<file path="src/rtl/updown_counter_param_pkg.sv">
// Shared types and helpers for the up/down counter family.
// Holds the wrap/saturate mode encoding and the limit clamp used by loads and limit changes.
package counter_pkg;

  typedef enum logic {
    MODE_WRAP = 1'b0,
    MODE_SAT  = 1'b1
  } mode_e;

  localparam int CLAMP_W = 64;

  // Callers zero-extend to CLAMP_W and truncate the result back to their own width.
  function automatic logic [CLAMP_W-1:0] clamp(input logic [CLAMP_W-1:0] val,
                                               input logic [CLAMP_W-1:0] lo,
                                               input logic [CLAMP_W-1:0] hi);
    if (val < lo) begin
      return lo;
    end
    if (val > hi) begin
      return hi;
    end
    return val;
  endfunction

endpackage

</file>
<file path="src/rtl/updown_counter_param_if.sv">
// Control/status bundle of the up/down counter; the slave modport is the counter side.
// presc_div and PRESC_W exist only when COUNTER_PRESCALE_EN is defined.
interface updown_counter_param_if #(
  parameter int WIDTH = 16
`ifdef COUNTER_PRESCALE_EN
  , parameter int PRESC_W = 4
`endif
);

  logic                 ld_cnt;
  logic [WIDTH-1:0]     data_in;
  logic                 count_enb;
  logic                 updn_cnt;
  counter_pkg::mode_e   mode;
  logic                 lim_wr;
  logic [WIDTH-1:0]     lim_lo_in;
  logic [WIDTH-1:0]     lim_hi_in;
`ifdef COUNTER_PRESCALE_EN
  logic [PRESC_W-1:0]   presc_div;
`endif
  logic [WIDTH-1:0]     data_out;
  logic                 at_max;
  logic                 at_min;
  logic                 tc;
  logic                 lim_err;

  modport master (
    output ld_cnt, data_in, count_enb, updn_cnt, mode, lim_wr, lim_lo_in, lim_hi_in,
`ifdef COUNTER_PRESCALE_EN
    output presc_div,
`endif
    input  data_out, at_max, at_min, tc, lim_err
  );

  modport slave (
    input  ld_cnt, data_in, count_enb, updn_cnt, mode, lim_wr, lim_lo_in, lim_hi_in,
`ifdef COUNTER_PRESCALE_EN
    input  presc_div,
`endif
    output data_out, at_max, at_min, tc, lim_err
  );

endinterface

</file>
<file path="src/rtl/updown_counter_param_prescaler.sv">
// Step prescaler: counts enabled cycles 0..div and ticks on the wrapping cycle.
// Only built when COUNTER_PRESCALE_EN is defined.
`ifdef COUNTER_PRESCALE_EN
module counter_prescaler #(
  parameter int PRESC_W = 4
) (
  input  logic               clk,
  input  logic               rst_,
  input  logic               enb,
  input  logic               clr,
  input  logic [PRESC_W-1:0] div,
  output logic               tick
);

  logic [PRESC_W-1:0] cnt_q, cnt_d;

  assign tick = enb && !clr && (cnt_q == div);

  always_comb begin
    cnt_d = cnt_q;
    if (clr) begin
      cnt_d = '0;
    end else if (enb) begin
      cnt_d = tick ? '0 : cnt_q + PRESC_W'(1);
    end
  end

  always_ff @(posedge clk or negedge rst_) begin
    if (!rst_) begin
      cnt_q <= '0;
    end else begin
      cnt_q <= cnt_d;
    end
  end

endmodule
`endif

</file>
<file path="src/rtl/updown_counter_param.sv">
// Up/down counter with programmable limits, wrap/saturate modes and a registered tc pulse.
// Define COUNTER_PRESCALE_EN to gate counting through counter_prescaler (adds presc_div).
module updown_counter_param
  import counter_pkg::*;
#(
  parameter int               WIDTH   = 16,
  parameter logic [WIDTH-1:0] RST_LO  = '0,
  parameter logic [WIDTH-1:0] RST_HI  = '1,
  parameter int               PRESC_W = 4
) (
  input logic                   clk,
  input logic                   rst_,
  updown_counter_param_if.slave bus
);

  if (WIDTH < 2 || PRESC_W < 1) begin : gBadParams
    $error("updown_counter_param: WIDTH must be >= 2 and PRESC_W >= 1");
  end

  logic [WIDTH-1:0] cnt_q, cnt_d;
  logic [WIDTH-1:0] lo_q, lo_d;
  logic [WIDTH-1:0] hi_q, hi_d;
  logic             tc_q, tc_d;
  logic             err_q, err_d;
  logic             satHold_q, satHold_d;
  logic             dir_q;
  mode_e            mode_q;
  logic             tick;
  logic             holdEff;
  logic             inRange;

`ifdef COUNTER_PRESCALE_EN
  counter_prescaler #(.PRESC_W(PRESC_W)) uPresc (
    .clk  (clk),
    .rst_ (rst_),
    .enb  (bus.count_enb),
    .clr  (!bus.ld_cnt),
    .div  (bus.presc_div),
    .tick (tick)
  );
`else
  assign tick = bus.count_enb;
`endif

  // A change of direction or mode since last cycle re-arms the saturation tc pulse.
  always_comb begin
    holdEff   = satHold_q && (bus.updn_cnt == dir_q) && (bus.mode == mode_q);
    inRange   = (cnt_q >= lo_q) && (cnt_q <= hi_q);
    cnt_d     = cnt_q;
    lo_d      = lo_q;
    hi_d      = hi_q;
    tc_d      = 1'b0;
    err_d     = err_q;
    satHold_d = holdEff;

    if (!bus.ld_cnt) begin
      cnt_d     = WIDTH'(clamp(CLAMP_W'(bus.data_in), CLAMP_W'(lo_q), CLAMP_W'(hi_q)));
      satHold_d = 1'b0;
    end else if (!inRange) begin
      cnt_d = WIDTH'(clamp(CLAMP_W'(cnt_q), CLAMP_W'(lo_q), CLAMP_W'(hi_q)));
    end else if (tick) begin
      if (bus.updn_cnt) begin
        if (cnt_q < hi_q) begin
          cnt_d = cnt_q + WIDTH'(1);
        end else if (bus.mode == MODE_WRAP) begin
          cnt_d = lo_q;
          tc_d  = 1'b1;
        end else begin
          tc_d      = !holdEff;
          satHold_d = 1'b1;
        end
      end else begin
        if (cnt_q > lo_q) begin
          cnt_d = cnt_q - WIDTH'(1);
        end else if (bus.mode == MODE_WRAP) begin
          cnt_d = hi_q;
          tc_d  = 1'b1;
        end else begin
          tc_d      = !holdEff;
          satHold_d = 1'b1;
        end
      end
    end

    // Limits change only at the end of the cycle, so this cycle's load/step used the old ones.
    if (bus.lim_wr) begin
      if (bus.lim_lo_in <= bus.lim_hi_in) begin
        lo_d = bus.lim_lo_in;
        hi_d = bus.lim_hi_in;
      end else begin
        err_d = 1'b1;
      end
    end
  end

  always_ff @(posedge clk or negedge rst_) begin
    if (!rst_) begin
      cnt_q     <= RST_LO;
      lo_q      <= RST_LO;
      hi_q      <= RST_HI;
      tc_q      <= 1'b0;
      err_q     <= 1'b0;
      satHold_q <= 1'b0;
      dir_q     <= 1'b1;
      mode_q    <= MODE_WRAP;
    end else begin
      cnt_q     <= cnt_d;
      lo_q      <= lo_d;
      hi_q      <= hi_d;
      tc_q      <= tc_d;
      err_q     <= err_d;
      satHold_q <= satHold_d;
      dir_q     <= bus.updn_cnt;
      mode_q    <= bus.mode;
    end
  end

  assign bus.data_out = cnt_q;
  assign bus.at_max   = (cnt_q == hi_q);
  assign bus.at_min   = (cnt_q == lo_q);
  assign bus.tc       = tc_q;
  assign bus.lim_err  = err_q;

endmodule

</file>
<file path="src/flat_wrapper.sv">
// flat-port wrapper written by rule: the top's interface ports become plain ports
module updown_counter_param_flat import counter_pkg::*;
#(
  parameter int               WIDTH   = 16,
  parameter logic [WIDTH-1:0] RST_LO  = '0,
  parameter logic [WIDTH-1:0] RST_HI  = '1,
  parameter int               PRESC_W = 4
)
  (clk, rst_, bus_ld_cnt, bus_data_in, bus_count_enb, bus_updn_cnt, bus_mode, bus_lim_wr, bus_lim_lo_in, bus_lim_hi_in, bus_data_out, bus_at_max, bus_at_min, bus_tc, bus_lim_err);
  updown_counter_param_if #(.WIDTH(WIDTH)) bus_i ();
  input logic clk;
  input logic rst_;
  input wire logic [$bits(bus_i.ld_cnt)-1:0] bus_ld_cnt;
  input wire logic [$bits(bus_i.data_in)-1:0] bus_data_in;
  input wire logic [$bits(bus_i.count_enb)-1:0] bus_count_enb;
  input wire logic [$bits(bus_i.updn_cnt)-1:0] bus_updn_cnt;
  input wire logic [$bits(bus_i.mode)-1:0] bus_mode;
  input wire logic [$bits(bus_i.lim_wr)-1:0] bus_lim_wr;
  input wire logic [$bits(bus_i.lim_lo_in)-1:0] bus_lim_lo_in;
  input wire logic [$bits(bus_i.lim_hi_in)-1:0] bus_lim_hi_in;
  output wire logic [$bits(bus_i.data_out)-1:0] bus_data_out;
  output wire logic [$bits(bus_i.at_max)-1:0] bus_at_max;
  output wire logic [$bits(bus_i.at_min)-1:0] bus_at_min;
  output wire logic [$bits(bus_i.tc)-1:0] bus_tc;
  output wire logic [$bits(bus_i.lim_err)-1:0] bus_lim_err;
  assign bus_i.ld_cnt = bus_ld_cnt;
  assign bus_i.data_in = bus_data_in;
  assign bus_i.count_enb = bus_count_enb;
  assign bus_i.updn_cnt = bus_updn_cnt;
  assign bus_i.mode = bus_mode;
  assign bus_i.lim_wr = bus_lim_wr;
  assign bus_i.lim_lo_in = bus_lim_lo_in;
  assign bus_i.lim_hi_in = bus_lim_hi_in;
  assign bus_data_out = bus_i.data_out;
  assign bus_at_max = bus_i.at_max;
  assign bus_at_min = bus_i.at_min;
  assign bus_tc = bus_i.tc;
  assign bus_lim_err = bus_i.lim_err;
  updown_counter_param #(.WIDTH(WIDTH), .RST_LO(RST_LO), .RST_HI(RST_HI), .PRESC_W(PRESC_W)) u_core (.clk(clk), .rst_(rst_), .bus(bus_i));
endmodule
</file>
<file path="config.mk">
export PLATFORM = sky130hd
export DESIGN_NAME = updown_counter_param_flat
export DESIGN_NICKNAME = d
export VERILOG_FILES = /design/src/rtl/updown_counter_param_pkg.sv /design/src/rtl/updown_counter_param_if.sv /design/src/rtl/updown_counter_param_prescaler.sv /design/src/rtl/updown_counter_param.sv /design/src/flat_wrapper.sv
export SDC_FILE = /design/constraint.sdc
export NUM_CORES = 1
export LEC_CHECK = 0
export ABC_CLOCK_PERIOD_IN_PS = 3500
export CORE_ASPECT_RATIO = 1.4
export CORE_MARGIN = 2
export CORE_UTILIZATION = 30
export DETAILED_ROUTE_END_ITERATION = 16
export GPL_ROUTABILITY_DRIVEN = 0
export PLACE_DENSITY_LB_ADDON = 0.1
export SLEW_MARGIN = 40
export SYNTH_ARGS = -nofsm -noshare
export SYNTH_HDL_FRONTEND = slang
export SYNTH_SLANG_ARGS = --single-unit
</file>
<file path="constraint.sdc">
create_clock -name clk -period 3.5 [get_ports clk]
set_input_delay 0.875 -clock clk [delete_from_list [all_inputs] [get_ports clk]]
set_output_delay 0.875 -clock clk [all_outputs]
set_load 0.005 [all_outputs]
</file>
==> metrics.txt, run 1 <==
outcome finished clean; worst-path maximum fanout 4; Max-slew headroom 50.7%; hold endpoint u_core.bus.lim_err; reg2reg end u_core.bus.data_out[10]; Main synth FF type dfrtp_1; full die area 20400 µm²; CTS Sinks 53; CTS tree yes; Distinct cells, synth 66; Post-Syn Area 5780 µm²; CTS Hold Bufs 0; fmax 291 MHz; TritonCTS buffer count 5; share of post-route cells with drive strength above 1 19.3%; initial antenna violation count 0; Setup-failing EPs final 0; GRT Total Usage 21.3%; Die Wd 121 µm; area delta synth->final 32.1%; cell taking the most area after synthesis ha_1; critical-path cell list inv_1 > ha_1 > nand4_1 > nor3_2 > nand2_1 > inv_1 > clkdlybuf4s50_1; CTS Root Buffer Type clkbuf_16; CTS max path bufs 2; DRT iter0 DRCs 277; Clock transition at path regs 0.08 ns; Starting Density 30.3%; RR Startpoint u_core.hi_q[10]; vias in the first global route 5816; Max Slew Vio Count 0; Slowest cell on crit path clkdlybuf4s50_1; Setup CP Type register to primary output; CP max stage delay 0.51 ns; Pwr Density 736 nW/µm²; CP startpoint kind register; routed via count 5776; critical path capture point type primary output; Congestion Overflow GR 0; Tmin final 3.43 ns; sequential cell area 1350 µm²; RSZ-0062 raised after global routing no; DR vias/cell 5.47; CORE AREA 19100 µm²; Worst R2R Path Depth 12; Syn Area/Cell 8.63 µm²; final hold violation count 0; Post-Route WL 21500 µm; Synth area leaders ha_1, dfrtp_1, dfstp_2; leak pwr 0.00344 µW; Yosys reg bits 53; WL/cell 20.4 µm; row cnt 60; Hold Crit Class register to register; clock skew 0.00785 ns; Die H 168 µm; nets 943; # port buffers 74; largest net degree at the start of global routing 31; FFs w/ async S/R, synth 100%; # IOs 75; YS warnings 0; post-synth top area share 17.5%; Layout fillers 1989; Mapped Cells 670; Slew @ Worst Pin 0.739 ns; critical path's most frequent cell inv_1; Seq/Total Area, Yosys 23.3%; CP arrival 2.56 ns; Synthesized Nets 806; post-route ant nets 0; most frequent cells in the layout buf_4, ha_1, clkdlybuf4s50_1; crit share post-route 98.1%; max cap viols 0; DP HPWL 17800 µm; CP Data Required Time 2.62 ns; Post-synth EDFFs 0; number of remaining DRC errors 0; ANT cells 0; Tot Pwr 5620 µW; Setup Total Neg Slack 0 ns; most common cell after layout, fill and taps aside buf_4; first-pass GRT wire length 33400 µm; R2R setup slack 0.09 ns; worst hold stages 1; Clk Latency, worst-skew pair 0.31 ns; hold wc startpoint u_core.bus.lim_err; Detailed Routing Iterations Pass 1 4; worst vdd ir 309 µV; H-tree Lvls 2; Multi-input gate area 4080 µm²
-- metrics by stage --
stage,setup WS (ns),hold slack [ns],util (%),std cells,area (µm²)
after detailed placement,-0.295,0.446,38.9,1043,7420
after floorplan,0.418,0.451,-,670,5780
after CTS,0.0112,0.469,39.8,1055,7600
final,0.0677,0.463,40.0,1056,7630
after global routing,0.00168,0.489,40.0,1056,7630
after global placement,-0.271,0.442,38.9,1043,7420
-- Yosys cell counts, types with 4 or more instances --
library cell / number
nor4_1: 5
dfstp_2: 17
mux2i_1: 40
nand2_1: 36
inv_1: 58
buf_2: 8
nor2_1: 26
and3_1: 5
o21ai_1: 6
ha_1: 81
o21ai_0: 26
a221o_1: 7
nand3_1: 22
a221oi_1: 4
xor2_1: 11
dfrtp_1: 36
or4_1: 4
xnor2_1: 16
a211o_1: 5
a21oi_1: 50
o31ai_1: 5
or3_1: 7
clkbuf_1: 26
nand2b_1: 4
a21o_1: 11
nand4_1: 24
o211ai_1: 17
a211oi_1: 10
nor3_1: 14
a31oi_1: 12
mux2_2: 18
a22oi_1: 6
-- worst max-delay path, delay by kind of cell, from the launching register on --
family	cells	cell delay (ns)
fa+ha+maj	1	0.34
buf+inv	3	0.77
flops	1	0.40
simple gates	3	0.74
-- what timing repair did --
action	4_1_cts	5_1_grt
cloned	0	0
setup buffers	4	1
pin swaps	2	2
setup endpoints to repair	2	16
resized for setup	3	6
-- layer usage --
| layer | track usage, % | wire length, µm |
|---|---|---|
| met2 | 36.3 | 10400 |
| met1 | 27.5 | 9100 |
| met4 | 7.30 | 750 |
| met3 | 2.78 | 1240 |
| met5 | 0 | 0 |
-- how the worst max path moves through the flow --
stage	startpoint	to	cells after the start
global route	u_core.hi_q[1]	u_core.bus.data_out[8]	12
detailed placement	bus_data_in[4]	u_core.bus.data_out[3]	10
floorplan	bus_data_in[11]	u_core.bus.data_out[15]	10
CTS	bus_data_in[4]	u_core.bus.data_out[3]	10
global placement	bus_data_in[4]	u_core.bus.data_out[15]	10
finish	u_core.lo_q[11]	bus_at_min	7
-- where the power goes --
part           internal (µW)  switching, µW  leakage [µW]  total (µW)
logic                   1840           2180       0.00277        4020
registers                816            259      0.000603        1070
clock network            267            257     0.0000631         524
total                   2920           2700       0.00344        5620
-- flip-flops by register name, summed over array words and instances (netlist names) --
register,cells
u_core.bus.data_out,16
u_core.satHold_q,1
u_core.lo_q,16
u_core.hi_q,16
u_core.bus.tc,1
u_core.dir_q,1
u_core.mode_q,1
u_core.bus.lim_err,1
-- cell type report --
type	count	area share, %
multi-input combinational	520	53.4
timing repair buffer	168	20.1
sequential	53	17.6
tap	248	4.06
inverter	59	2.90
clock buffer	6	1.69
clock inverter	2	0.197
-- logic make-up after synthesis --
logic type	after synthesis	share of synthesized area [%]
AOI/OAI and AO/OA	191	23.0
xor gates and xnor gates	27	4.09
adders and majority gates	81	17.5
buffers and inverters	97	6.67
DFF	53	23.3
muxes	58	10.4
and+or+nand+nor	163	14.9
(Power assumes the default switching activity.)
==> run 2: changes to the inputs <==
REMOVE_ABC_BUFFERS = 1   (was default)
==> metrics.txt, run 2 (same netlist as run 1, synthesis figures left out) <==
R2R setup slack 0.24 ns (was 0.09 ns); number of remaining DRC errors 0 (unchanged); Post-Route WL 22300 µm (was 21500 µm); CP arrival 2.56 ns (about the same); CP startpoint kind register (unchanged); CORE AREA 19100 µm² (unchanged); outcome finished clean (unchanged); Multi-input gate area 4180 µm² (was 4080 µm²); Slew @ Worst Pin 0.801 ns (was 0.739 ns); CTS Root Buffer Type clkbuf_16 (unchanged); CTS max path bufs 2 (unchanged); DRT iter0 DRCs 417 (was 277); most common cell after layout, fill and taps aside buf_4 (unchanged); ANT cells 0 (unchanged); Worst R2R Path Depth 13 (was 12); CP Depth 7 (unchanged); routed via count 5973 (was 5776); reg2reg end u_core.bus.data_out[11] (was u_core.bus.data_out[10]); worst-path maximum fanout 3 (was 4); max cap viols 0 (unchanged); clock skew 0.0137 ns (was 0.00785 ns); full die area 20400 µm² (unchanged); critical path's most frequent cell inv_2 (was inv_1); sequential cell area 1350 µm² (unchanged); Starting Density 30.3% (unchanged); fmax 291 MHz (about the same); Detailed Routing Iterations Pass 1 5 (was 4); # port buffers 74 (unchanged); Hold Crit Class register to register (unchanged); Slowest cell on crit path dfstp_2 (was clkdlybuf4s50_1); critical-path cell list inv_2 > ha_4 > nand4_1 > buf_6 > or4_4 > inv_2 > clkdlybuf4s50_1 (was inv_1 > ha_1 > nand4_1 > nor3_2 > nand2_1 > inv_1 > clkdlybuf4s50_1); crit share post-route 98.1% (about the same); WL/cell 20.7 µm (was 20.4 µm); RR Startpoint u_core.hi_q[11] (was u_core.hi_q[10]); DR vias/cell 5.55 (was 5.47); area delta synth->final 36.4% (was 32.1%); share of post-route cells with drive strength above 1 22.7% (was 19.3%); Congestion Overflow GR 0 (unchanged); first-pass GRT wire length 33800 µm (was 33400 µm); H-tree Lvls 2 (unchanged); nets 964 (was 943); worst vdd ir 229 µV (was 309 µV); Tot Pwr 5760 µW (was 5620 µW); CTS tree yes (unchanged); # IOs 75 (unchanged); row cnt 60 (unchanged); Die Wd 121 µm (unchanged); final hold violation count 0 (unchanged); Die H 168 µm (unchanged); CP Data Required Time 2.62 ns (about the same); Final WS setup 0.0676 ns (was 0.0677 ns); Clock transition at path regs 0.07 ns (was 0.08 ns); Setup-failing EPs final 0 (unchanged); CTS Sinks 53 (unchanged); Max-slew headroom 46.6% (was 50.7%); DP HPWL 18000 µm (was 17800 µm); largest net degree at the start of global routing 29 (was 31); crit path from u_core.hi_q[11] (was u_core.lo_q[11]); Pwr Density 731 nW/µm² (was 736 nW/µm²); leak pwr 0.00354 µW (was 0.00344 µW); post-place setup slack -0.276 ns (was -0.295 ns); CP max stage delay 0.57 ns (was 0.51 ns); initial antenna violation count 0 (unchanged); CP top delay family buffers and inverters (unchanged); GRT Total Usage 21.6% (was 21.3%); most frequent cells in the layout buf_4, ha_1, clkdlybuf4s50_1 (unchanged); CTS Hold Bufs 0 (unchanged); Setup CP Type register to primary output (unchanged); TritonCTS buffer count 5 (unchanged); crit path capture bus_at_max (was bus_at_min); WP buf/inv 4 (was 3); Max Slew Vio Count 0 (unchanged); post-route ant nets 0 (unchanged); vias in the first global route 6049 (was 5816); Layout fillers 1981 (was 1989); Tmin final 3.43 ns (about the same); Clk Latency, worst-skew pair 0.31 ns (about the same); critical path capture point type primary output (unchanged)
## run 2: repair_timing
item	4_1_cts	5_1_grt
pin swaps	1	10
endpoints found under the hold margin	0	0
resized for setup	12	10
setup buffers	3	8
gates cloned	0	1
endpoints found under the setup margin	2	35
## run 2: routing by layer
metal  up-vias  share of wire (%)  GRT usage (%)  routed length, µm
met1      2869                 42           26.9               9240
met5         -                  0              0                  0
met2       209                 49           36.6              11000
li1       2846                  -              -                  -
met4         0                4.2           10.4                942
met3        49                5.0           2.54               1110
## run 2: layout make-up
| cell class | instances | share of cell area [%] |
|---|---|---|
| Sequential cell | 53 | 17.1 |
| Clock buffer | 6 | 1.63 |
| Inverter | 59 | 2.81 |
| Tap cell | 248 | 3.94 |
| Multi-Input combinational cell | 521 | 53.0 |
| Clock inverter | 2 | 0.190 |
| Timing Repair Buffer | 188 | 21.4 |
## run 2: worst register-to-register path, delay by kind of cell, from the launching register on
family,cells,cell delay [ns]
flops,1,0.57
simple gates,2,0.27
fa+ha+maj,1,0.27
buf+inv,5,0.73
compound gates,5,1.32
## run 2: worst min-delay path by stage
stage               depth (start not counted)                  to  slack, ns                from
detailed placement                          1  u_core.bus.lim_err       0.45  u_core.bus.lim_err
global placement                            1  u_core.bus.lim_err       0.45  u_core.bus.lim_err
finish                                      1  u_core.bus.lim_err       0.46  u_core.bus.lim_err
CTS                                         1  u_core.bus.lim_err       0.46  u_core.bus.lim_err
global route                                1  u_core.bus.lim_err       0.49  u_core.bus.lim_err
floorplan                                   1  u_core.bus.lim_err       0.45  u_core.bus.lim_err
## run 2: where the power goes
group | internal [µW] | switching [µW] | total [µW]
Clock | 267 | 262 | 529
Combinational | 1890 | 2290 | 4170
Sequential | 817 | 241 | 1060
## run 2: through the flow
step | util (%) | hold slack (ns) | setup TNS (ns) | cell area [µm²] | cells
3_3_place_gp | 39.4 | 0.449 | -8.92 | 7520 | 1057
4_1_cts | 40.7 | 0.465 | -0.00112 | 7760 | 1068
5_1_grt | 41.4 | 0.488 | -0.0569 | 7890 | 1077
2_1_floorplan | - | 0.451 | -16.35 | 5620 | 632
6_report | 41.4 | 0.456 | 0 | 7890 | 1077
3_5_place_dp | 39.5 | 0.448 | -9.76 | 7520 | 1057
==> run 3: changes to the inputs <==
CORE_UTILIZATION = 57   (was 30)
GPL_TIMING_DRIVEN = 0   (was default)
==> metrics.txt, run 3 (same netlist as run 1, synthesis figures left out) <==
outcome finished clean (unchanged); # port buffers 74 (unchanged); initial antenna violation count 0 (unchanged); fin util 74.6% (was 41.4%); share of post-route cells with drive strength above 1 18.1% (was 22.7%); most common cell after layout, fill and taps aside ha_1 (was buf_4); Worst R2R Path Depth 11 (was 13); critical-path cell list inv_1 > ha_1 > nand4_1 > nor3_4 > nand2_4 > clkinvlp_4 > clkdlybuf4s50_1 (was inv_2 > ha_4 > nand4_1 > buf_6 > or4_4 > inv_2 > clkdlybuf4s50_1); switching share of total power 49.6% (was 48.4%); DRT iter0 DRCs 672 (was 417); number of remaining DRC errors 0 (unchanged); critical path capture point type primary output (unchanged); worst vdd ir 359 µV (was 229 µV); # IOs 75 (unchanged); H-tree Lvls 2 (unchanged); largest net degree at the start of global routing 38 (was 29); register share of total power 22.5% (was 18.4%); max cap viols 0 (unchanged); CTS Root Buffer Type clkbuf_16 (unchanged); CTS tree yes (unchanged); area delta synth->final 27.8% (was 36.4%); Setup CP Type register to primary output (unchanged); CP Data Required Time 2.62 ns (about the same); Final WS setup 0.0601 ns (was 0.0676 ns); full die area 11000 µm² (was 20400 µm²); TritonCTS buffer count 5 (unchanged); DP HPWL 13900 µm (was 18000 µm); WP buf/inv 3 (was 4); CTS Sinks 53 (unchanged); first-pass GRT wire length 30200 µm (was 33800 µm); WL/cell 22.2 µm (was 20.7 µm); Slew @ Worst Pin 0.886 ns (was 0.801 ns); row cnt 43 (was 60); Clock transition at path regs 0.08 ns (was 0.07 ns); Tot Pwr 5670 µW (was 5760 µW); final hold violation count 0 (unchanged); CP arrival 2.56 ns (about the same); Detailed Routing Iterations Pass 1 6 (was 5); Layout fillers 724 (was 1981); Tmin final 3.44 ns (was 3.43 ns); Int Pwr 2860 µW (was 2970 µW); crit share post-route 98.3% (was 98.1%); Pwr Density 768 nW/µm² (was 731 nW/µm²); CP startpoint kind register (unchanged); routed via count 6092 (was 5973); Placed Area 6660 µm² (was 7520 µm²); clock skew 0.0100 ns (was 0.0137 ns); post-place setup slack -0.816 ns (was -0.276 ns); Congestion Overflow GR 0 (unchanged); Clk Latency, worst-skew pair 0.31 ns (about the same); Hold Crit Class input port to asynchronous set/reset pin (was register to register); leak pwr 0.00331 µW (was 0.00354 µW); CTS max path bufs 2 (unchanged); fmax 291 MHz (about the same); Setup Total Neg Slack 0 ns (unchanged); post-route ant nets 0 (unchanged); Die Wd 89.1 µm (was 121 µm); DR vias/cell 6.83 (was 5.55); RSZ-0062 raised after global routing no; Logic pwr share 67.7% (was 72.5%); CORE AREA 9900 µm² (was 19100 µm²); CP top delay family buffers and inverters (unchanged); RR Startpoint u_core.hi_q[1] (was u_core.hi_q[11]); CP max stage delay 0.50 ns (was 0.57 ns); Post-Route WL 19800 µm (was 22300 µm); Clock power frac 9.7% (was 9.2%); GRT Total Usage 35.8% (was 21.6%); switching power 2810 µW (was 2790 µW); post-route cell area 7390 µm² (was 7890 µm²); worst-path maximum fanout 15 (was 3); Starting Density 58.4% (was 30.3%); ANT cells 0 (unchanged); Slowest cell on crit path clkdlybuf4s50_1 (was dfstp_2); Die H 123 µm (was 168 µm); nets 892 (was 964); Max-slew headroom 40.9% (was 46.6%); Max Slew Vio Count 0 (unchanged); R2R setup slack 0.11 ns (was 0.24 ns); reg2reg end u_core.bus.data_out[9] (was u_core.bus.data_out[11]); most frequent cells in the layout ha_1, clkdlybuf4s50_1, inv_1 (was buf_4, ha_1, clkdlybuf4s50_1); Setup-failing EPs final 0 (unchanged); vias in the first global route 6022 (was 6049)
==> run 3: cell types whose count changed in the layout (fill, tap and decap cells not counted), moves of 4 or more <==
cell / previous run / this run
dfrtp_1: 36 / 31
buf_4: 106 / 33
clkdlybuf4s50_1: 72 / 59
ha_4: 6 / 11
buf_12: 7 / 2
inv_2: 8 / 3
buf_8: 0 / 4
ha_1: 75 / 70
dlymetal6s2s_1: 1 / 11
dfrtp_2: 0 / 5
==> run 3: cell type report <==
| type | instances | area [µm²] | area share (%) |
|---|---|---|---|
| multi-input cells | 522 | 4330 | 58.7 |
| flip-flops and latches | 53 | 1350 | 18.3 |
| repair buffers | 115 | 1130 | 15.3 |
| inverters | 59 | 241 | 3.27 |
| well taps | 135 | 169 | 2.29 |
| clock buffers | 6 | 139 | 1.88 |
| clock inverters | 2 | 17.5 | 0.237 |
==> run 3: worst max path at each step <==
stage,startpoint,to,slack [ns],cells after the start
6_report,u_core.lo_q[13],bus_at_min,0.06,7
3_3_place_gp,bus_lim_hi_in[9],u_core.lo_q[8],-1.84,11
2_1_floorplan,bus_lim_hi_in[9],u_core.lo_q[0],-0.59,10
3_5_place_dp,bus_data_in[11],u_core.bus.data_out[10],-0.82,10
5_1_grt,u_core.bus.data_out[14],bus_at_min,0.006,6
4_1_cts,u_core.hi_q[1],u_core.bus.data_out[3],-0.03,11
==> run 3: stage by stage <==
stage               std cells  hold WS (ns)
finish                    892         0.433
global route              892         0.453
CTS                       876         0.453
detailed placement        847         0.454
global placement          841         0.441
floorplan                 632         0.451
==> run 3: worst register-to-register path, stage by stage, from the launching register on <==
cell and delay, ns:
dfstp_2 0.58, inv_1 0.10, ha_1 0.31, nor2b_1 0.16, o211ai_1 0.18, a2111oi_4 0.42
nor4_1 0.14, a311o_4 0.45, a211oi_4 0.26, buf_6 0.22, nor2_2 0.10, a221o_1 0.38
==> run 3: power by group through the flow <==
stage	clock, µW	combinational, µW	sequential, µW
global route	568	4120	1290
finish	552	3840	1280
global placement	0	3010	1220
floorplan	0	2170	1110
detailed placement	0	3270	1230
CTS	547	3570	1230
==> run 3: timing repair <==
item | in CTS | in global routing
gates cloned | 2 | 0
endpoints found under the setup margin | 27 | 17
hold buffers | 0 | 0
pin swaps | 12 | 14
resized for setup | 27 | 29
buffers inserted | 19 | 14
==> run 3: routing by layer <==
layer | wire, µm | GRT usage [%] | share of wire, % | vias up
met3 | 2040 | 5.01 | 10 | 122
met2 | 9240 | 57.7 | 47 | 478
met5 | 0 | 0 | 0 | -
met4 | 1240 | 21.2 | 6.3 | 0
met1 | 7250 | 44.8 | 37 | 2790
li1 | - | - | - | 2702
